[src/rtl/simple_uart_pkg.sv]
// ---------------------------------------------------------------------------
// simple_uart_pkg
// Shared definitions for the simple UART transmitter and receiver.
//   DATA_W    : payload width of one character
//   START_BIT : line level of the start bit
//   STOP_BIT  : line level of the stop bit(s), also the idle level
//   state_t   : frame state machine encoding
// Optional feature macro: SIMPLE_UART_TX_PARITY_EN adds the PARITY state.
// ---------------------------------------------------------------------------
package simple_uart_pkg;

    localparam int   DATA_W    = 8;
    localparam logic START_BIT = 1'b0;
    localparam logic STOP_BIT  = 1'b1;

    typedef enum logic [2:0] {
        IDLE,
        START,
        DATA,
`ifdef SIMPLE_UART_TX_PARITY_EN
        PARITY,
`endif
        STOP
    } state_t;

endpackage

[src/rtl/uart_baud_gen.sv]
// ---------------------------------------------------------------------------
// uart_baud_gen
// Bit-period timer. Counts 0..CLKS_PER_BIT-1 and wraps, pulsing bit_done
// for one cycle on the last count of every bit period.
// Ports:
//   clk      : clock, rising edge
//   reset    : asynchronous active-high reset, clears the counter
//   clear    : synchronous hold-at-zero, used while the line is idle
//   bit_done : high during the final cycle of a bit period
// ---------------------------------------------------------------------------
module uart_baud_gen #(
    parameter int CLKS_PER_BIT = 16
) (
    input  logic clk,
    input  logic reset,
    input  logic clear,
    output logic bit_done
);

    localparam int CNT_W = $clog2(CLKS_PER_BIT);
    localparam logic [CNT_W-1:0] LAST = CNT_W'(CLKS_PER_BIT - 1);

    logic [CNT_W-1:0] r_count;

    // Free-running bit timer; wrapping at LAST and holding at zero while
    // cleared means every state entry sees a fresh count of zero.
    always_ff @(posedge clk or posedge reset) begin
        if (reset) begin
            r_count <= '0;
        end else if (clear || r_count == LAST) begin
            r_count <= '0;
        end else begin
            r_count <= r_count + CNT_W'(1);
        end
    end

    assign bit_done = (r_count == LAST);

endmodule

[src/rtl/simple_uart_tx.sv]
// ---------------------------------------------------------------------------
// simple_uart_tx
// 8N1/8N2 UART transmitter (optionally 8E1/8E2).
// Frame: start bit, 8 data bits LSB first, optional even parity, stop bit(s).
// Parameters:
//   CLKS_PER_BIT : clocks per serial bit (2..65535)
//   STOP_BITS    : 1 or 2
// Ports:
//   clk        : clock, rising edge
//   reset      : asynchronous active-high reset, aborts any frame
//   data       : byte to send, latched on acceptance
//   data_valid : data holds a byte to send
//   ready      : a byte is accepted this cycle if data_valid is high
//   tx         : serial line, idle high, driven from a register
//   busy       : a frame is in progress
// Optional feature: define SIMPLE_UART_TX_PARITY_EN for an even-parity bit.
// ---------------------------------------------------------------------------
module simple_uart_tx
    import simple_uart_pkg::*;
#(
    parameter int CLKS_PER_BIT = 16,
    parameter int STOP_BITS    = 1
) (
    input  logic              clk,
    input  logic              reset,
    input  logic [DATA_W-1:0] data,
    input  logic              data_valid,
    output logic              ready,
    output logic              tx,
    output logic              busy
);

    state_t            r_state;
    logic [2:0]        r_bitCnt;
    logic              r_stopCnt;
    logic [DATA_W-1:0] r_shift;
    logic              r_tx;
`ifdef SIMPLE_UART_TX_PARITY_EN
    logic              r_parity;
`endif

    logic w_bitDone;
    logic w_lastStop;
    logic w_accept;

    // The bit timer is held at zero while idle so the start bit gets a full
    // period from the cycle after acceptance.
    uart_baud_gen #(
        .CLKS_PER_BIT(CLKS_PER_BIT)
    ) u_baud (
        .clk     (clk),
        .reset   (reset),
        .clear   (r_state == IDLE),
        .bit_done(w_bitDone)
    );

    // Final cycle of the final stop bit: a new byte may be taken here so
    // consecutive frames abut with no idle gap.
    assign w_lastStop = (r_state == STOP) && (r_stopCnt == 1'(STOP_BITS - 1)) && w_bitDone;
    assign ready      = (r_state == IDLE) || w_lastStop;
    assign busy       = (r_state != IDLE);
    assign w_accept   = data_valid && ready;
    assign tx         = r_tx;

    // Frame sequencer. The line level for the next bit is registered at the
    // same edge as the state change, so tx never depends on an input.
    always_ff @(posedge clk or posedge reset) begin
        if (reset) begin
            r_state   <= IDLE;
            r_bitCnt  <= '0;
            r_stopCnt <= 1'b0;
            r_shift   <= '0;
            r_tx      <= STOP_BIT;
`ifdef SIMPLE_UART_TX_PARITY_EN
            r_parity  <= 1'b0;
`endif
        end else begin
            case (r_state)
                IDLE: begin
                    if (w_accept) begin
                        r_state  <= START;
                        r_shift  <= data;
                        r_tx     <= START_BIT;
`ifdef SIMPLE_UART_TX_PARITY_EN
                        r_parity <= ^data;
`endif
                    end
                end
                START: begin
                    if (w_bitDone) begin
                        r_state  <= DATA;
                        r_bitCnt <= '0;
                        r_tx     <= r_shift[0];
                        r_shift  <= r_shift >> 1;
                    end
                end
                DATA: begin
                    if (w_bitDone) begin
                        r_bitCnt <= r_bitCnt + 3'd1;
                        if (r_bitCnt == 3'd7) begin
`ifdef SIMPLE_UART_TX_PARITY_EN
                            r_state   <= PARITY;
                            r_tx      <= r_parity;
`else
                            r_state   <= STOP;
                            r_stopCnt <= 1'b0;
                            r_tx      <= STOP_BIT;
`endif
                        end else begin
                            r_tx    <= r_shift[0];
                            r_shift <= r_shift >> 1;
                        end
                    end
                end
`ifdef SIMPLE_UART_TX_PARITY_EN
                PARITY: begin
                    if (w_bitDone) begin
                        r_state   <= STOP;
                        r_stopCnt <= 1'b0;
                        r_tx      <= STOP_BIT;
                    end
                end
`endif
                STOP: begin
                    if (w_bitDone) begin
                        if (r_stopCnt == 1'(STOP_BITS - 1)) begin
                            if (w_accept) begin
                                r_state  <= START;
                                r_shift  <= data;
                                r_tx     <= START_BIT;
`ifdef SIMPLE_UART_TX_PARITY_EN
                                r_parity <= ^data;
`endif
                            end else begin
                                r_state <= IDLE;
                                r_tx    <= STOP_BIT;
                            end
                        end else begin
                            r_stopCnt <= r_stopCnt + 1'b1;
                        end
                    end
                end
                default: begin
                    r_state <= IDLE;
                    r_tx    <= STOP_BIT;
                end
            endcase
        end
    end

endmodule
[config.mk]
export PLATFORM = sky130hd
export DESIGN_NAME = simple_uart_tx
export DESIGN_NICKNAME = d
export VERILOG_FILES = /design/src/rtl/simple_uart_pkg.sv /design/src/rtl/uart_baud_gen.sv /design/src/rtl/simple_uart_tx.sv
export SDC_FILE = /design/constraint.sdc
export NUM_CORES = 1
export LEC_CHECK = 0
export ABC_AREA = 0
export BUFFER_PORTS_ARGS = -buffer_cell sky130_fd_sc_hd__clkbuf_2
export CORE_ASPECT_RATIO = 1.4
export CORE_MARGIN = 2
export CORE_UTILIZATION = 55
export DETAILED_ROUTE_END_ITERATION = 6
export PLACE_DENSITY_LB_ADDON = 0.2
export SLEW_MARGIN = 40
export SYNTH_ARGS = -nofsm -noshare
export SYNTH_HDL_FRONTEND = slang
export SYNTH_SLANG_ARGS = --single-unit
[constraint.sdc]
create_clock -name clk -period 5.95 [get_ports clk]
set_clock_uncertainty 0.2 [all_clocks]
set_input_delay 0.595 -clock clk [delete_from_list [all_inputs] [get_ports clk]]
set_output_delay 0.595 -clock clk [all_outputs]
set_load 0.01 [all_outputs]
* Word-level counts from Yosys, hierarchy flattened
Index checks and enable logic that the tools add are counted.
** Storage, ports and cells
- Output and inout bits :: 3
- Logic and storage cells :: 69
- Input port bits :: 11
- Register bits after elaboration :: 20
** Operators by class
- Multiplexer cells :: 32
- Eq/ne operators :: 12
- Bitwise gates (word level) :: 1
- $add $sub $neg :: 3
- Reduce and logical (&&, ||, !) cells :: 15
** Operator list (number)
- 8-bit 2-to-1 mux :: 6
- 8-bit one-hot mux with 4 select lines :: 1
- 3-bit 2-to-1 mux :: 8
- 2-bit != test (second input constant) :: 7
- 1-bit 2-to-1 mux :: 12
- 3-bit one-hot mux with 4 select lines :: 1
- 6-bit AND reduction :: 2
- 3-bit by 2-bit equality test with 1-bit output (second input constant) :: 2
- 3-bit one-hot mux with 2 select lines :: 1
- 5-bit AND reduction :: 1
- 4-bit by 1-bit adder with 4-bit output (second input constant) :: 1
- 4-bit equality test (second input constant) :: 1
- 4-bit 2-to-1 mux :: 1
- 1-bit one-hot mux with 4 select lines :: 1
- 4-bit AND reduction :: 1
- 2-bit nonzero test :: 2
- 4-bit nonzero test :: 1
- 3-bit by 1-bit adder with 3-bit output (second input constant) :: 1
- 3-bit by 1-bit equality test with 1-bit output (second input constant) :: 1
- 3-bit equality test (second input constant) :: 1
- 1-bit logical AND :: 3
- 3-bit zero test :: 1
- 3-bit AND reduction :: 1
- 3-bit nonzero test :: 1
- other kinds (4) :: 5

* Longest topological paths before layout
- Depth in word-level cells :: 9
- Mapped depth :: 7
- Mapped depth without buffers :: 6

* Hierarchy
From an unflattened synthesis, not the netlist that was laid out.
** Unflattened totals
- Cells, all modules :: 82
- Area total of the unflattened synthesis :: 984.7 sq um
** Modules (own cells, without submodules)
- simple_uart_tx :: cells an instance 68, area each 809.5 sq um, sequential area each 351.6 sq um, times used 1
- uart_baud_gen :: cells an instance 14, area each 175.2 sq um, sequential area each 100.1 sq um, times used 1

* Worst setup path after synthesis
No wires, ideal clock.
- Path kind :: register to register
- Start point :: register r_state[0]
- End point :: register r_shift[0]
- Library setup time :: 125 ps
- Path buffers :: 1
- Period minus slack after synthesis :: 2051 ps
- Required time :: 5625 ps
- Cell stages (with the launch flop) :: 7
- Setup slack :: 3899 ps
- Arrival time :: 1726 ps
- Cells stage by stage :: dfrtp_1 > inv_1 > ha_1 > clkbuf_1 > a21oi_1 > nor3_4 > mux2_2
** On the way
- Cells in the longest elaborated chain, start to end :: 9
- Elaborated cells on any way between the ends :: 19
- Those cells by class :: eq/ne (8); mux (4); reduce/logical (7)
** RTL lines
- start, declared :: line simple_uart_tx.sv:33 : state_t r_state;
- start signal, assigned :: line simple_uart_tx.sv:69 : r_state <= IDLE;
- start signal, assigned :: line simple_uart_tx.sv:81 : r_state <= START;
- start signal, assigned :: line simple_uart_tx.sv:91 : r_state <= DATA;
- 3-bit by 2-bit equality test with 1-bit output :: line simple_uart_tx.sv:59, simple_uart_tx.sv:78
- 1-bit logical AND (2 in a row) :: line simple_uart_tx.sv:59 : assign w_lastStop = (r_state == STOP) && (r_stopCnt == 1'(STOP_BITS - 1)) && w_bitDone;
- 1-bit logical OR :: line simple_uart_tx.sv:60 : assign ready = (r_state == IDLE) || w_lastStop;
- 1-bit logical AND :: line simple_uart_tx.sv:62 : assign w_accept = data_valid && ready;
- 8-bit 2-to-1 mux (3 in a row)
- 8-bit one-hot mux with 4 select lines :: line simple_uart_tx.sv:78 : case (r_state)
- end signal, assigned :: line simple_uart_tx.sv:82 : r_shift <= data;
- end signal, assigned :: line simple_uart_tx.sv:94 : r_shift <= r_shift >> 1;
- end signal, assigned :: line simple_uart_tx.sv:111 : r_shift <= r_shift >> 1;
- end, declared :: line simple_uart_tx.sv:36 : logic [DATA_W-1:0] r_shift;
Several ways; a longest one is shown, not always the timed one. The select of a mux whose other input is x is not followed.
A chain may end at the register's enable or synchronous reset.

* Worst setup path in the final report
- Start point :: register r_state[1]
- End point :: output port ready
** On the way
- Cells in the longest elaborated chain, start to end :: 4
- Elaborated cells on any way between the ends :: 5
- Those cells by class :: eq/ne (1); reduce/logical (4)
** RTL lines
- 3-bit by 2-bit equality test with 1-bit output :: line simple_uart_tx.sv:59
- 1-bit logical AND (2 in a row) :: line simple_uart_tx.sv:59
- 1-bit logical OR * :: line simple_uart_tx.sv:60
- end, declared :: line simple_uart_tx.sv:28 : output logic ready,
Mark *: on every way between the ends. The rest lies on a longest branch, timed or not.

==> results_dict.tcl <==
set metrics [dict create \
    outcome "complete, no violations" \
    grt_pass1_vias 721 \
    cp-end-kind "output port" \
    crit_start "r_state[1]" \
    p_seq_share_pct 33.9 \
    total_leakage_power_nw 0.527 \
    endpoint "ready" \
    drtIter0Drc 6 \
    reg2reg_slack_ns 3.69 \
    worstSetupPathType "flop to output port" \
    power.switching_mw 0.233 \
    place_congestion 0.699 \
    drc 0 \
    dp.cells 121 \
    nets 124 \
    fin_util_pct 63.9 \
    drive_gt1_share_pct 34.3 \
    fp.dieH_um 55.4 \
    fin_crit_ns 2.31 \
    path_max_fanout 9 \
    vias 717 \
    cp_cell_sequence "inv_1 > ha_1 > a41o_1 > clkbuf_2" \
    place_ws_ns 3.70 \
    ys.flop_type "dfrtp_1" \
    worstPathRequired_ns 5.16 \
    swShare_pct 37.3 \
    die_area_um2 2260 \
    ys_warn_count 0 \
    clock_latency_ns 0.30 \
    grt_overflow 0 \
    min_period_over_period_pct 38.9 \
    synth.avg_cell_area_um2 11.3 \
    min_path_type "primary input to asynchronous set/reset pin" \
    placed_area_um2 1100 \
    h-tree-depth 1 \
    fin_setup_tns_ns 0 \
    synthArstFlopShare_pct 100 \
    core-area_um2 1780 \
    syn_to_final_growth_pct 9.52 \
    p_int_mw 0.392 \
    drt_wl_total_um 1790 \
    setup_viol 0 \
    fp.dieW_um 40.7 \
    slowest_delay_ns 0.43 \
    antenna_found_initial 0 \
    whs_ns 0.173 \
    finalInstanceArea_um2 1140 \
    cts_resized 0 \
    finalHoldViolCount 0 \
    synthDominantCellAreaShare_pct 41.0 \
    grt_start_max_net_pins 19 \
    drv_cap 0 \
    n_antenna_cell 0 \
    ys_seq_elements 18 \
    wire_per_inst_um 14.3 \
    tightestPinTransition_ns 0.705 \
    worst_slack_ns 3.64 \
    maxSlewHeadroom_pct 52.9 \
    clockPowerShare_pct 12.2 \
    comb_power_share_pct 53.9 \
    synth_edf_count 0 \
    worstReg2RegStart "u_baud.r_count[0]" \
    peakVddDrop_mv 0.312 \
    antenna_left 0 \
    root_buffer "clkbuf_4" \
    clk_pin_slew_ns 0.11 \
    tritoncts "built" \
    place_hpwl_um 1340 \
    vias_per_cell 5.74 \
    slew_viol_final 0 \
    rsz0062_at_grt "false" \
    synthDistinctLibCells 31 \
    netlist_top_cells_area "dfrtp_1 41%, mux2_2 16%, ha_1 8.4%, nor3_4 3.1%, o21ai_0 2.9%" \
    slowest_stage "dfrtp_1" \
    grt_use_total_pct 19.5 \
    post-synth-top-area-cell "dfrtp_1" \
    start_kind "flop" \
    grt_pass1_wl_um 3100 \
    reg2reg_depth 5 \
    power.total_mw 0.625 \
    cts_inserted_buffers 3 \
    syn_area_um2 1040 \
    seq_area_frac_synth_pct 43.5 \
    pwr_density_cell_nw_per_um2 550 \
    timing.fmax_mhz 432 \
    cts.sinks 18 \
    syn-num-nets 110 \
    netlist_instances 92 \
    r2r-end "r_shift[1]" \
    first_pass_iters 4 \
    portBuffers 13 \
    initial_core_util_pct 58.4 \
    ctsLongestPathBuffers 2 \
    rows 18 \
    post-cts-setup-buffer-count 0 \
    stdcell_count 125 \
    io_pins 14 \
    ctsHoldBuffers 0 \
    cp.arrival_ns 1.52 \
]
## area by class of cell
type | count | area, um^2
Fill cell | 143 | 642
Multi-Input combinational cell | 65 | 541
Sequential cell | 18 | 452
Timing Repair Buffer | 13 | 65.1
Clock buffer | 4 | 36.3
Tap cell | 20 | 25.0
Inverter | 5 | 18.8
## routing by layer
layer  wire length (um)  part of all wire, %  track usage, %
met1                757                   42            23.5
met2                988                   55            32.4
met3                 30                  1.7            2.41
met4                 10                 0.56            8.57
met5                  0                    0               0
## how the worst min path moves through the flow
stage                      start                 to  slack (ns)  cells after the start
6_report                   reset         r_shift[4]        0.17                      2
5_1_grt                    reset         r_shift[5]        0.24                      2
4_1_cts                    reset         r_state[0]        0.19                      2
3_5_place_dp                  tx                 tx        0.28                      2
3_3_place_gp                  tx                 tx        0.27                      2
2_1_floorplan  u_baud.r_count[0]  u_baud.r_count[0]        0.26                      1
## power by group through the flow
stage                     registers (mW)  logic (mW)  clock network (mW)
after floorplan                    0.205       0.289                   0
after global placement             0.210       0.331                   0
after detailed placement           0.215       0.342                   0
after CTS                          0.212       0.342              0.0798
after global routing               0.221       0.372              0.0836
final                              0.212       0.337              0.0764
## Yosys cell counts (2+ instances only)
cell type / number
nor2_1: 4
nand3_1: 2
ha_1: 7
mux2_2: 15
inv_1: 5
a32o_1: 2
dfrtp_1: 17
nand2_1: 4
and3_1: 2
a21oi_1: 5
nand2b_1: 2
nor3_1: 2
o21ai_0: 6
nor3_4: 2
## cell usage in the layout, fill, tap and decap left out, types with 3 or more instances in the layout
master    netlist  routed
dfrtp_1        17      17
mux2_2         15      15
clkbuf_2        0      13
ha_1            7       7
o21ai_0         6       6
a21oi_1         5       5
inv_1           5       5
nor2_1          4       4
nand2_1         4       4
clkbuf_4        0       3
## sequential cells by signal (all words and copies together) (netlist names)
| signal | flops |
|---|---|
| tx | 1 |
| u_baud.r_count | 4 |
| r_bitCnt | 3 |
| r_state | 2 |
| r_shift | 8 |
## critical path, delay by kind of cell (launching register included)
kind            cells  cell delay [ns]
buf+inv             2             0.22
compound gates      1             0.28
flops               1             0.43
fa+ha+maj           1             0.30
## cell families after synthesis
kind of cell / synth area share [%]
flip-flops: 43.5
buffers and inverters: 4.46
XOR/XNOR: 0.844
AO/OA/AOI/OAI: 10.6
adder cells (fa/ha/maj): 8.43
multiplexers: 17.6
AND/OR/NAND/NOR: 14.6
Note: power is estimated with default switching activity, not from simulation.
